===== config.mk =====
export PLATFORM = sky130hd
export DESIGN_NAME = usb_fifo_reader
export DESIGN_NICKNAME = d
export VERILOG_FILES = /design/src/rtl/usb_fifo_reader.sv
export SDC_FILE = /design/constraint.sdc
export NUM_CORES = 1
export LEC_CHECK = 0
export CAP_MARGIN = 5
export CORE_ASPECT_RATIO = 0.9
export CORE_MARGIN = 5
export CORE_UTILIZATION = 57
export DETAILED_ROUTE_END_ITERATION = 10
export PLACE_DENSITY_LB_ADDON = 0.25
export SLEW_MARGIN = 10
export SYNTH_ARGS = -nofsm -noshare
export SYNTH_HDL_FRONTEND = slang
export SYNTH_SLANG_ARGS = --single-unit

===== constraint.sdc =====
create_clock -name clk -period 6.2 [get_ports clk]
set_input_delay 0.93 -clock clk [delete_from_list [all_inputs] [get_ports clk]]
set_output_delay 0.93 -clock clk [all_outputs]
set_load 0.03 [all_outputs]

===== src/rtl/usb_fifo_reader.sv =====
// Read-side controller for an FT245-style USB FIFO: strobes RD#, assembles
// little-endian stereo samples and hands complete frames out over valid/ready.
module usb_fifo_reader #(
    parameter int RD_LOW_CYCLES  = 4,
    parameter int RD_HIGH_CYCLES = 3
) (
    input  logic        clk,
    input  logic        rst,
    input  logic [7:0]  fifo_data,
    input  logic        fifo_rxf_n,
    input  logic        fifo_pwren_n,
    output logic        fifo_rd_n,
    input  logic [2:0]  sample_size,
    input  logic        frame_ready,
    output logic        frame_valid,
    output logic [31:0] sample_left,
    output logic [31:0] sample_right,
    output logic        byte_count_err
);

    typedef enum logic [1:0] {IDLE = 2'd0, STROBE = 2'd1, RECOVER = 2'd2} state_t;

    localparam logic [7:0] LOW_LAST  = 8'(RD_LOW_CYCLES - 1);
    localparam logic [7:0] HIGH_LAST = 8'(RD_HIGH_CYCLES - 1);

    state_t      state, state_nxt;
    logic [7:0]  cnt, cnt_nxt;
    logic        rd_n_nxt, capture;
    logic        rxf_meta, rxf_s, pwr_meta, pwr_s;
    logic        pending;
    logic [2:0]  byte_idx, size_lat, size_eff, nbytes;
    logic [3:0]  last_idx;
    logic        in_right, frame_done;
    logic [1:0]  byte_sel;
    logic [31:0] asm_left, asm_right, left_nxt, right_nxt;

    // Two-flop synchronizers; reset to the inactive (high) level.
    always_ff @(posedge clk or posedge rst) begin
        if (rst) begin
            rxf_meta <= 1'b1;
            rxf_s    <= 1'b1;
            pwr_meta <= 1'b1;
            pwr_s    <= 1'b1;
        end else begin
            rxf_meta <= fifo_rxf_n;
            rxf_s    <= rxf_meta;
            pwr_meta <= fifo_pwren_n;
            pwr_s    <= pwr_meta;
        end
    end

    // Strobe FSM state, cycle counter and registered RD#.
    always_ff @(posedge clk or posedge rst) begin
        if (rst) begin
            state     <= IDLE;
            cnt       <= 8'd0;
            fifo_rd_n <= 1'b1;
        end else begin
            state     <= state_nxt;
            cnt       <= cnt_nxt;
            fifo_rd_n <= rd_n_nxt;
        end
    end

    // Next-state logic; a power loss mid-strobe still gets a full precharge.
    always_comb begin
        state_nxt = state;
        cnt_nxt   = cnt;
        rd_n_nxt  = 1'b1;
        capture   = 1'b0;
        case (state)
            IDLE: begin
                if (!rxf_s && !pwr_s && !pending) begin
                    state_nxt = STROBE;
                    cnt_nxt   = 8'd0;
                    rd_n_nxt  = 1'b0;
                end else begin
                    state_nxt = IDLE;
                end
            end
            STROBE: begin
                if (pwr_s) begin
                    state_nxt = RECOVER;
                    cnt_nxt   = 8'd0;
                end else if (cnt == LOW_LAST) begin
                    capture   = 1'b1;
                    state_nxt = RECOVER;
                    cnt_nxt   = 8'd0;
                end else begin
                    cnt_nxt  = cnt + 8'd1;
                    rd_n_nxt = 1'b0;
                end
            end
            RECOVER: begin
                if (cnt == HIGH_LAST) begin
                    state_nxt = IDLE;
                    cnt_nxt   = 8'd0;
                end else begin
                    cnt_nxt = cnt + 8'd1;
                end
            end
            default: begin
                state_nxt = IDLE;
                cnt_nxt   = 8'd0;
            end
        endcase
    end

    // Byte placement; the size code is taken live only for the first byte.
    always_comb begin
        size_eff = (byte_idx == 3'd0) ? sample_size : size_lat;
        case (size_eff)
            3'd0:    nbytes = 3'd1;
            3'd4:    nbytes = 3'd3;
            3'd5:    nbytes = 3'd4;
            default: nbytes = 3'd2;
        endcase
        in_right   = (byte_idx >= nbytes);
        byte_sel   = in_right ? 2'(byte_idx - nbytes) : byte_idx[1:0];
        last_idx   = ({1'b0, nbytes} << 1) - 4'd1;
        frame_done = capture && ({1'b0, byte_idx} == last_idx);
        left_nxt   = (byte_idx == 3'd0) ? 32'd0 : asm_left;
        right_nxt  = (byte_idx == 3'd0) ? 32'd0 : asm_right;
        if (in_right) begin
            right_nxt[{byte_sel, 3'b000} +: 8] = fifo_data;
        end else begin
            left_nxt[{byte_sel, 3'b000} +: 8] = fifo_data;
        end
        if (size_eff == 3'd1) begin
            left_nxt[31:12]  = 20'd0;
            right_nxt[31:12] = 20'd0;
        end else begin
            left_nxt[31:12]  = left_nxt[31:12];
            right_nxt[31:12] = right_nxt[31:12];
        end
    end

    // Assembly register, byte index and partial-frame error flag.
    always_ff @(posedge clk or posedge rst) begin
        if (rst) begin
            byte_idx       <= 3'd0;
            size_lat       <= 3'd0;
            asm_left       <= 32'd0;
            asm_right      <= 32'd0;
            byte_count_err <= 1'b0;
        end else if (pwr_s && (byte_idx != 3'd0)) begin
            byte_idx       <= 3'd0;
            byte_count_err <= 1'b1;
        end else if (capture) begin
            if (byte_idx == 3'd0) begin
                size_lat <= sample_size;
            end
            asm_left  <= left_nxt;
            asm_right <= right_nxt;
            byte_idx  <= frame_done ? 3'd0 : byte_idx + 3'd1;
        end
    end

    // Output register handoff; a second frame waits in the assembly register.
    always_ff @(posedge clk or posedge rst) begin
        if (rst) begin
            frame_valid  <= 1'b0;
            pending      <= 1'b0;
            sample_left  <= 32'd0;
            sample_right <= 32'd0;
        end else if (frame_done) begin
            if (!frame_valid || frame_ready) begin
                sample_left  <= left_nxt;
                sample_right <= right_nxt;
                frame_valid  <= 1'b1;
            end else begin
                pending <= 1'b1;
            end
        end else if (frame_valid && frame_ready) begin
            if (pending) begin
                sample_left  <= asm_left;
                sample_right <= asm_right;
                pending      <= 1'b0;
            end else begin
                frame_valid <= 1'b0;
            end
        end
    end

endmodule


=== Word level (Yosys, flattened, before mapping) ===
Cells that the tools add are included.

* Register bits: 152
* Bits of input ports: 16
* Output and inout bits: 67
* Logic and storage cells: 106

* Add/subtract/negate cells: 5
* Magnitude comparators: 1
* Equal/unequal tests: 14
* Shift-type cells: 2
* Mux-type cells: 45
* Bitwise operators: 1
* Reductions and logical operators: 22

{| class="wikitable"
|+ Operators by type and width
! operator !! number
|-
| $mux 32 || 12
|-
| $bwmux 32 || 2
|-
| $mux 20 || 2
|-
| $mux 8 || 4
|-
| $shift 8x7->32 const A || 1
|-
| $shiftx 8x7->32 || 1
|-
| $pmux 8 s3 || 1
|-
| $eq 8x2->1 const B || 2
|-
| $mux 1 || 13
|-
| $mux 3 || 4
|-
| $pmux 3 s3 || 1
|-
| $add 8x1->8 const B || 1
|-
| $mux 2 || 4
|-
| $neg 5->7 || 1
|-
| $eq 3x3->1 const B || 2
|-
| $logic_not 3->1 || 2
|-
| $ne 2x2->1 const B || 3
|-
| $pmux 2 s3 || 1
|-
| $reduce_and 2->1 || 3
|-
| $reduce_and 3->1 || 2
|-
| $reduce_bool 2->1 || 3
|-
| $logic_and 1x1->1 || 5
|-
| $eq 3x4->1 || 1
|-
| $logic_not 1->1 || 4
|-
| other kinds (14) || 15
|}

=== Logic depth before layout (Yosys ltp) ===
Gate-level depths: netlist of run 1.

* Depth after elaboration: 13
* Depth in mapped cells: 22
* Gate-level depth less buffers: 20

=== Worst setup path before layout of run 1 ===
No wires, ideal clock.

* Kind: flip-flop to flip-flop
* From: register byte_idx[0]
* To: register asm_left[24]
* Arrival time: 4.255 ns
* Slack: 1.876 ns
* Stages on the path, launching flop included: 21
* Cells stage by stage: dfrtp_1 > inv_1 > ha_1 > nand2b_1 > buf_6 > mux2i_4 > inv_1 > o211ai_1 > nand2_1 > ha_1 > a21o_1 > a31o_2 > clkbuf_1 > nand2_1 > a21boi_0 > inv_1 > ha_1 > nand3b_1 > or2_2 > nor4_1 > a22o_1

* Longest elaborated chain between the ends: 11
* Elaborated cells on any way between the ends: 21
* Those cells by class: add/sub: 2; order compare: 1; eq/ne: 3; shift: 2; mux: 7; bitwise: 1; reduce/logical: 5

{| class="wikitable"
|+ Ends and longest elaborated chain
! element !! RTL line !! source
|-
| start: declaration || 31 || <nowiki>logic [2:0] byte_idx, size_lat, size_eff, nbytes;</nowiki>
|-
| start signal: assignment || 155 || <nowiki>byte_idx <= frame_done ? 3'd0 : byte_idx + 3'd1;</nowiki>
|-
| $logic_not 3->1 || 111, 122 ||
|-
| $mux 3 || - ||
|-
| $eq 3x3->1 / $logic_not 3->1 (equally long branches) || 112 || <nowiki>case (size_eff)</nowiki>
|-
| $pmux 3 s3 || 112 ||
|-
| $ge 3x3->1 / $sub 2x2->2 (equally long branches) || 118, 119 ||
|-
| $mux 2 || 119 || <nowiki>byte_sel = in_right ? 2'(byte_idx - nbytes) : byte_idx[1:0];</nowiki>
|-
| $neg 5->7 || 127 || <nowiki>left_nxt[{byte_sel, 3'b000} +: 8] = fifo_data;</nowiki>
|-
| $shiftx 8x7->32 / $shift 8x7->32 (equally long branches) || 127 ||
|-
| $bwmux 32 || 127 ||
|-
| $mux 32 || 124 || <nowiki>if (in_right) begin</nowiki>
|-
| $mux 20 || 129 || <nowiki>if (size_eff == 3'd1) begin</nowiki>
|-
| end signal: assignment || 153 || <nowiki>asm_left <= left_nxt;</nowiki>
|-
| end: declaration || 35 || <nowiki>logic [31:0] asm_left, asm_right, left_nxt, right_nxt;</nowiki>
|}

Parallel ways exist; a longest one is shown, timed or not.
A chain may end at the register's enable or synchronous reset.

=== Worst setup path after layout of run 1 ===
* From: register byte_idx[0]
* To: register sample_left[14]

* Longest elaborated chain between the ends: 13
* Elaborated cells on any way between the ends: 26
* Those cells by class: add/sub: 3; order compare: 1; eq/ne: 5; shift: 2; mux: 9; reduce/logical: 6

{| class="wikitable"
|+ Ends and longest elaborated chain
! element !! RTL line !! source
|-
| $logic_not 3->1 || 111, 122 ||
|-
| $mux 3 || - ||
|-
| $eq 3x3->1 / $logic_not 3->1 (equally long branches) || 112 ||
|-
| $pmux 3 s3 || 112 ||
|-
| $ge 3x3->1 / $sub 2x2->2 (equally long branches) || 118, 119 ||
|-
| $mux 2 || 119 ||
|-
| $neg 5->7 || 127 ||
|-
| $shiftx 8x7->32 / $shift 8x7->32 (equally long branches) || 127 ||
|-
| $bwmux 32 || 127 ||
|-
| $mux 32 || 124 ||
|-
| $mux 20 || 129 ||
|-
| $mux 32 || 167 || <nowiki>if (!frame_valid || frame_ready) begin</nowiki>
|-
| $mux 32 || 166 || <nowiki>end else if (frame_done) begin</nowiki>
|-
| end signal: assignment || 168 || <nowiki>sample_left <= left_nxt;</nowiki>
|-
| end signal: assignment || 176 || <nowiki>sample_left <= asm_left;</nowiki>
|-
| end: declaration || 16 || <nowiki>output logic [31:0] sample_left,</nowiki>
|}

Parallel ways exist; a longest one is shown, timed or not. The select of a mux whose other input is x is not followed.

==> results.py, run 1 <==
metrics = {
    "setup_path": {
        "cp-startpoint": "byte_idx[0]",
        "worst_setup_path_end_kind": "register",
        "worstPathRequired_ps": 6570,
        "crit_buf_inv": 2,
        "cp.depth": 18,
        "cp-endpoint": "sample_left[14]",
        "slowest_delay_ps": 700,
        "worstPathMaxFanout": 13,
        "r2r_cells": 18,
        "critPathTopFamily": "compound AO/OA/AOI/OAI gates",
        "crit_arrival_ps": 5710,
        "rr_endpoint": "sample_left[14]",
        "startpoint_type": "register",
        "worstPathCellList": "inv_1 -> ha_1 -> nand2b_1 -> nand3b_1 -> o22a_1 -> ha_1 -> a21o_1 -> a31o_2 -> nand2_1 -> a21boi_0 -> inv_1 -> ha_1 -> nor2_1 -> nand2_1 -> nor3_1 -> a22oi_1 -> o21ai_0 -> o311a_1",
        "r2r_setup_slack_ps": 860,
        "cpMostUsedCell": "ha_1",
        "slowest_stage": "nor3_1",
        "r2r-start": "byte_idx[0]",
        "path_class": "register to register",
    },
    "outcome": {
        "status": "completed",
    },
    "logic_synthesis": {
        "synth_warnings": 0,
        "ys_seq_area_share_pct": 49.8,
        "synth_cell_type_count": 57,
        "syn_inst": 713,
        "synth_common_cells": "dfrtp_1, a22oi_1, o21ai_0",
        "synth_edf_count": 0,
        "synth_top_area_cell": "dfrtp_1",
        "synth_nets": 743,
        "ys.flop_type": "dfrtp_1",
        "ys_top_cells_by_area": "dfrtp_1, a22oi_1, o311a_1",
        "synthesis.area_um2": 7650,
        "synth_most_common_cell": "dfrtp_1",
        "ys_ff_latch": 152,
        "synthesis.area_per_instance_um2": 10.7,
        "ys_async_sr_fraction_pct": 100,
        "synth_top_area_share_pct": 48.1,
    },
    "power_and_ir_drop": {
        "leakage_uw": 0.00375,
        "intPower_uw": 1920,
        "switchingPower_uw": 683,
        "switching_share_pct": 26.2,
        "powerDensity_nw_per_um2": 282,
        "p_clk_share_pct": 45.0,
        "p_total_uw": 2610,
        "seq_power_share_pct": 40.4,
        "power_frac_comb_pct": 14.6,
        "ir_drop_mv": 0.314,
    },
    "sta": {
        "skew_ps": 9.82,
        "rsz0062_at_grt": "false",
        "setup-violations-final": 0,
        "fin_tns_setup_ps": 0,
        "slew_headroom_pct": 29.1,
        "post-route-min-period_ps": 5340,
        "post-route-period-util_pct": 86.1,
        "fmax_mhz": 187,
        "worst_pin_slew_ps": 1060,
        "finalHoldViolations": 0,
        "final_max_slew_viol_count": 0,
    },
    "clock_network": {
        "clock_latency_ps": 430,
        "cts_hold_buffers": 0,
        "clock-sinks": 152,
        "numCtsBuffers": 17,
        "ctsResizeCount": 0,
        "h-tree-depth": 4,
        "clk_pin_slew_ps": 60,
        "cts_root_buf": "clkbuf_16",
        "cts_buffer_depth": 2,
        "postCtsSetupBuffers": 0,
        "cts_tree": "built",
    },
    "floorplan": {
        "rows": 40,
        "ioPinCount": 83,
        "initial_core_util_pct": 57.7,
        "fp.coreArea_um2": 13300,
        "die_area_um2": 15800,
        "die_h_um": 120,
        "fp.dieW_um": 132,
    },
    "layout": {
        "area.sequential_um2": 3810,
        "num_antenna_cells": 0,
        "fin_cells": 955,
        "multi_input_area_um2": 3580,
        "finalNetCount": 804,
        "postLayoutCoreUtil_pct": 69.7,
        "syn_to_final_growth_pct": 20.9,
        "n_fill_cell": 972,
        "design_area_um2": 9250,
        "layout-drive-gt1-share_pct": 10.9,
    },
    "placed_design": {
        "dp_cells": 923,
        "dp_hpwl_um": 12800,
        "placed_area_um2": 8570,
        "port-buffer-count": 82,
        "place.gp.congestion": 0.899,
    },
    "route": {
        "vias": 6328,
        "wl_per_cell_um": 21.0,
        "first_pass_iters": 5,
        "drc": 0,
        "drt-initial-drc-count": 728,
        "wl_um": 20000,
        "routed_via_density": 6.63,
        "ant_nets": 0,
    },
    "global_route": {
        "grtUsageTotal_pct": 25.5,
        "grt_overflow": 0,
        "grt_pass1_wl_um": 32700,
        "grt_pass1_vias": 6230,
        "grt_max_degree": 106,
        "antenna_found_initial": 0,
    },
    "flow_run": {
        "maxCapViolations": 0,
    },
    "hold_path": {
        "min_path_type": "register to register",
        "hold_depth": 0,
    },
}
[cells in the final DEF, fill, tap and decap left out, types with 2 or more instances in the layout]
cell,netlist,final
a22oi_1,63,63
nand2b_1,38,38
clkbuf_8,0,4
o21ai_0,56,56
dfrtp_1,147,147
ha_1,14,14
a31o_2,3,3
inv_1,13,12
nor2_1,12,12
and2_1,3,3
nand3_2,4,6
nor2b_1,7,7
dfstp_2,5,5
inv_6,0,2
o31ai_1,23,23
mux2_2,2,2
nand3_1,17,15
and3_1,4,4
clkbuf_16,0,17
a21oi_1,11,11
or2b_1,15,15
a32oi_1,12,12
or2_2,3,3
a22o_1,44,44
o21ai_1,17,17
nand3b_1,4,4
clkinv_4,0,2
bufinv_16,0,5
o311a_1,39,39
nand2_1,51,51
nor4_1,3,3
o22a_1,3,3
buf_4,0,11
nor3_1,8,8
a31oi_1,2,2
xnor2_1,2,2
clkdlybuf4s50_1,0,82
o211ai_2,12,12
[cell type report]
class,count,area share (%)
sequential,152,41.2
multi-input combinational,496,38.7
timing repair buffer,94,9.98
clock buffer,22,5.23
tap,168,2.27
clock inverter,10,2.04
inverter,13,0.582
[metrics by stage]
stage          hold WS, ps  worst slack, ps
2_1_floorplan          345             1190
3_3_place_gp           346             1220
3_5_place_dp           347             1000
4_1_cts                356              918
5_1_grt                358              481
6_report               353              861
[power by group through the flow]
stage,Clock [uW],Combinational (uW),Sequential (uW)
global route,1230,412,1060
global placement,0,363,1070
finish,1170,381,1050
floorplan,0,213,1110
CTS,1180,378,1050
detailed placement,0,375,1070
[kinds of logic after synthesis]
logic type      after synthesis  synth area share [%]
compound gates              296                  29.8
simple gates                180                  13.5
flops                       152                  49.8
buf+inv                      65                  3.74
fa+ha+maj                    14                  2.29
xor+xnor                      3                 0.343
mux                           3                 0.589
[routing by layer]
layer  up-vias  GRT usage, %  wire, um
met5         -             0         0
met2       291          39.4      9230
met3        31          7.17      1600
li1       2864             -         -
met4         0          7.01       287
met1      3142          35.4      8920
[flip-flops by register name, indices dropped and copies added (netlist names)]
register	count
asm_left	32
pwr_meta	1
rxf_s	1
sample_left	32
asm_right	32
sample_right	32
size_lat	3
cnt	8
byte_count_err	1
byte_idx	3
fifo_rd_n	1
pwr_s	1
rxf_meta	1
pending	1
state	2
frame_valid	1
[worst min-delay path by stage]
stage                     startpoint    end  slack, ps
final                       rxf_meta  rxf_s        350
after global routing        rxf_meta  rxf_s        360
after CTS                   rxf_meta  rxf_s        360
after detailed placement    rxf_meta  rxf_s        350
after global placement      pwr_meta  pwr_s        350
after floorplan             pwr_meta  pwr_s        350
Power figures use the tool's default switching activity.
==> run 2: changes to the inputs <==
--- a/config.mk
+++ b/config.mk
@@ -8,9 +8,8 @@
 export CAP_MARGIN = 5
 export CORE_ASPECT_RATIO = 0.9
 export CORE_MARGIN = 5
-export CORE_UTILIZATION = 57
+export CORE_UTILIZATION = 40
 export DETAILED_ROUTE_END_ITERATION = 10
-export PLACE_DENSITY_LB_ADDON = 0.25
 export SLEW_MARGIN = 10
 export SYNTH_ARGS = -nofsm -noshare
 export SYNTH_HDL_FRONTEND = slang
==> run 2 against run 1 <==
Against the previous run: combinational power up 2%; global-route usage down 5.8 points; non-clock buffer count up 4; core utilization down 20 points; clock power about the same; register-to-register slack better by 50 ps; clock-buffer cell count down 2; cell count up 9.0%; via count down 1.1%; die area up 39%; hold slack better by 2.6 ps; sequential share of layout area down 0.42 points; critical endpoint is now sample_left[27].
==> results.py, run 2 (synthesis results as in run 1) <==
metrics = {
    "setup_path": {
        "r2r_setup_slack_ps": 910,
        "slowest_delay_ps": 530,
        "worst_setup_path_end_kind": "register",
        "r2r-start": "byte_idx[0]",
        "worstPathMaxFanout": 13,
        "cpMostUsedCell": "ha_1",
        "startpoint_type": "register",
        "worstPathRequired_ps": 6560,
        "slowest_stage": "dfrtp_1",
        "cp-startpoint": "byte_idx[0]",
        "crit_arrival_ps": 5660,
        "worstPathCellList": "inv_1 -> ha_1 -> nand2b_1 -> nand3b_1 -> o22a_1 -> ha_1 -> a21o_1 -> a31o_2 -> nand2_1 -> a21boi_0 -> inv_1 -> ha_1 -> nand3b_1 -> or2_2 -> nor2_1 -> a22oi_1 -> o21ai_0 -> o311a_1",
        "path_class": "register to register",
    },
    "floorplan": {
        "die_h_um": 141,
        "initial_core_util_pct": 40.3,
        "ioPinCount": 83,
        "die_area_um2": 22000,
        "fp.coreArea_um2": 19000,
        "fp.dieW_um": 156,
        "rows": 48,
    },
    "hold_path": {
        "min_path_type": "register to register",
        "worstHoldStart": "rxf_meta",
    },
    "power_and_ir_drop": {
        "p_total_uw": 2590,
        "leakage_uw": 0.00376,
        "ir_drop_mv": 0.197,
        "powerDensity_nw_per_um2": 277,
    },
    "sta": {
        "finalHoldViolations": 0,
        "hold_slack_ps": 355,
        "post-route-period-util_pct": 85.4,
        "skew_ps": 7.34,
        "rsz0062_at_grt": "false",
        "fmax_mhz": 189,
        "fin_tns_setup_ps": 0,
        "slew_headroom_pct": 15.7,
        "setup-violations-final": 0,
        "worst_pin_slew_ps": 1250,
        "final_max_slew_viol_count": 0,
        "post-route-min-period_ps": 5290,
        "timing.final.ws_setup_ps": 907,
    },
    "route": {
        "wl_per_cell_um": 20.6,
        "routed_via_density": 6.01,
        "first_pass_iters": 6,
        "wl_um": 21500,
        "vias": 6256,
        "drt-initial-drc-count": 440,
        "ant_nets": 0,
        "drc": 0,
    },
    "clock_network": {
        "cts_hold_buffers": 0,
        "cts_tree": "built",
        "clock_latency_ps": 420,
        "clock-sinks": 152,
        "h-tree-depth": 4,
        "ctsResizeCount": 0,
        "cts_root_buf": "clkbuf_16",
        "cts_buffer_depth": 2,
        "numCtsBuffers": 17,
        "clk_pin_slew_ps": 60,
        "postCtsSetupBuffers": 0,
    },
    "layout": {
        "layout_commonest_cell": "dfrtp_1",
        "fin_cells": 1041,
        "layout-drive-gt1-share_pct": 11.3,
        "syn_to_final_growth_pct": 22.1,
        "num_antenna_cells": 0,
        "layout_common_cells": "dfrtp_1, clkdlybuf4s50_1, a22oi_1",
        "finalNetCount": 808,
    },
    "global_route": {
        "antenna_found_initial": 0,
        "grt_max_degree": 99,
        "grt_pass1_vias": 6139,
        "grt_overflow": 0,
        "grtUsageTotal_pct": 19.7,
        "grt_pass1_wl_um": 34300,
    },
    "placed_design": {
        "place.gp.congestion": 0.833,
        "dp_hpwl_um": 13700,
        "dp_cells": 1009,
        "pre_cts_ws_ps": 969,
        "port-buffer-count": 82,
    },
    "flow_run": {
        "maxCapViolations": 0,
    },
    "outcome": {
        "status": "completed",
    },
}
run 2: cell count changes in the layout (fill, tap and decap cells not counted):
cell,before,now
buf_12,1,0
buf_4,11,16
clkbuf_8,4,2
clkinv_2,1,3
clkinvlp_4,1,2
inv_6,2,1
nand3_1,15,16
nand3_2,6,5
run 2: critical path: cells and delay by family (launching register included):
family | cells | cell delay, ps
AND/OR/NAND/NOR | 6 | 1650
flip-flops | 1 | 530
buffers and inverters | 2 | 370
adder cells (fa/ha/maj) | 3 | 930
AO/OA/AOI/OAI | 7 | 1760
run 2: report_power, final:
part	switching, uW	total (uW)	internal, uW
combinational	250	388	138
clock	412	1150	735
sequential	25.9	1060	1030
total	688	2590	1900
run 2: per-layer routing:
layer	vias to the layer above	part of all wire [%]	GRT usage (%)	wire (um)
li1	2866	-	-	-
met1	3144	46	27.8	9860
met2	214	46	30.5	9890
met3	32	6.2	3.99	1340
met4	0	1.7	6.49	368
met5	-	0	0	0
run 2: cell type report:
| class | count | area (um^2) |
|---|---|---|
| clock inverter | 12 | 198 |
| timing repair buffer | 98 | 941 |
| fill | 1689 | 9630 |
| multi-input combinational | 496 | 3570 |
| inverter | 13 | 53.8 |
| tap | 250 | 313 |
| clock buffer | 20 | 457 |
| sequential | 152 | 3810 |
run 2: path summary, 6_finish.rpt:
kind,endpoint,depth (start not counted)
max reg2reg,sample_left[27],18
max in group asynchronous,asm_left[7],3
min reg2reg,rxf_s,0
min in group asynchronous,asm_right[29],2
max,sample_left[27],18
min,rxf_s,0
run 2: per-stage QoR:
step	instance area, um^2	util (%)
after global routing	9350	49.2
after CTS	9350	49.2
final	9350	49.2
after floorplan	7650	-
after detailed placement	8690	45.8
after global placement	8690	45.8
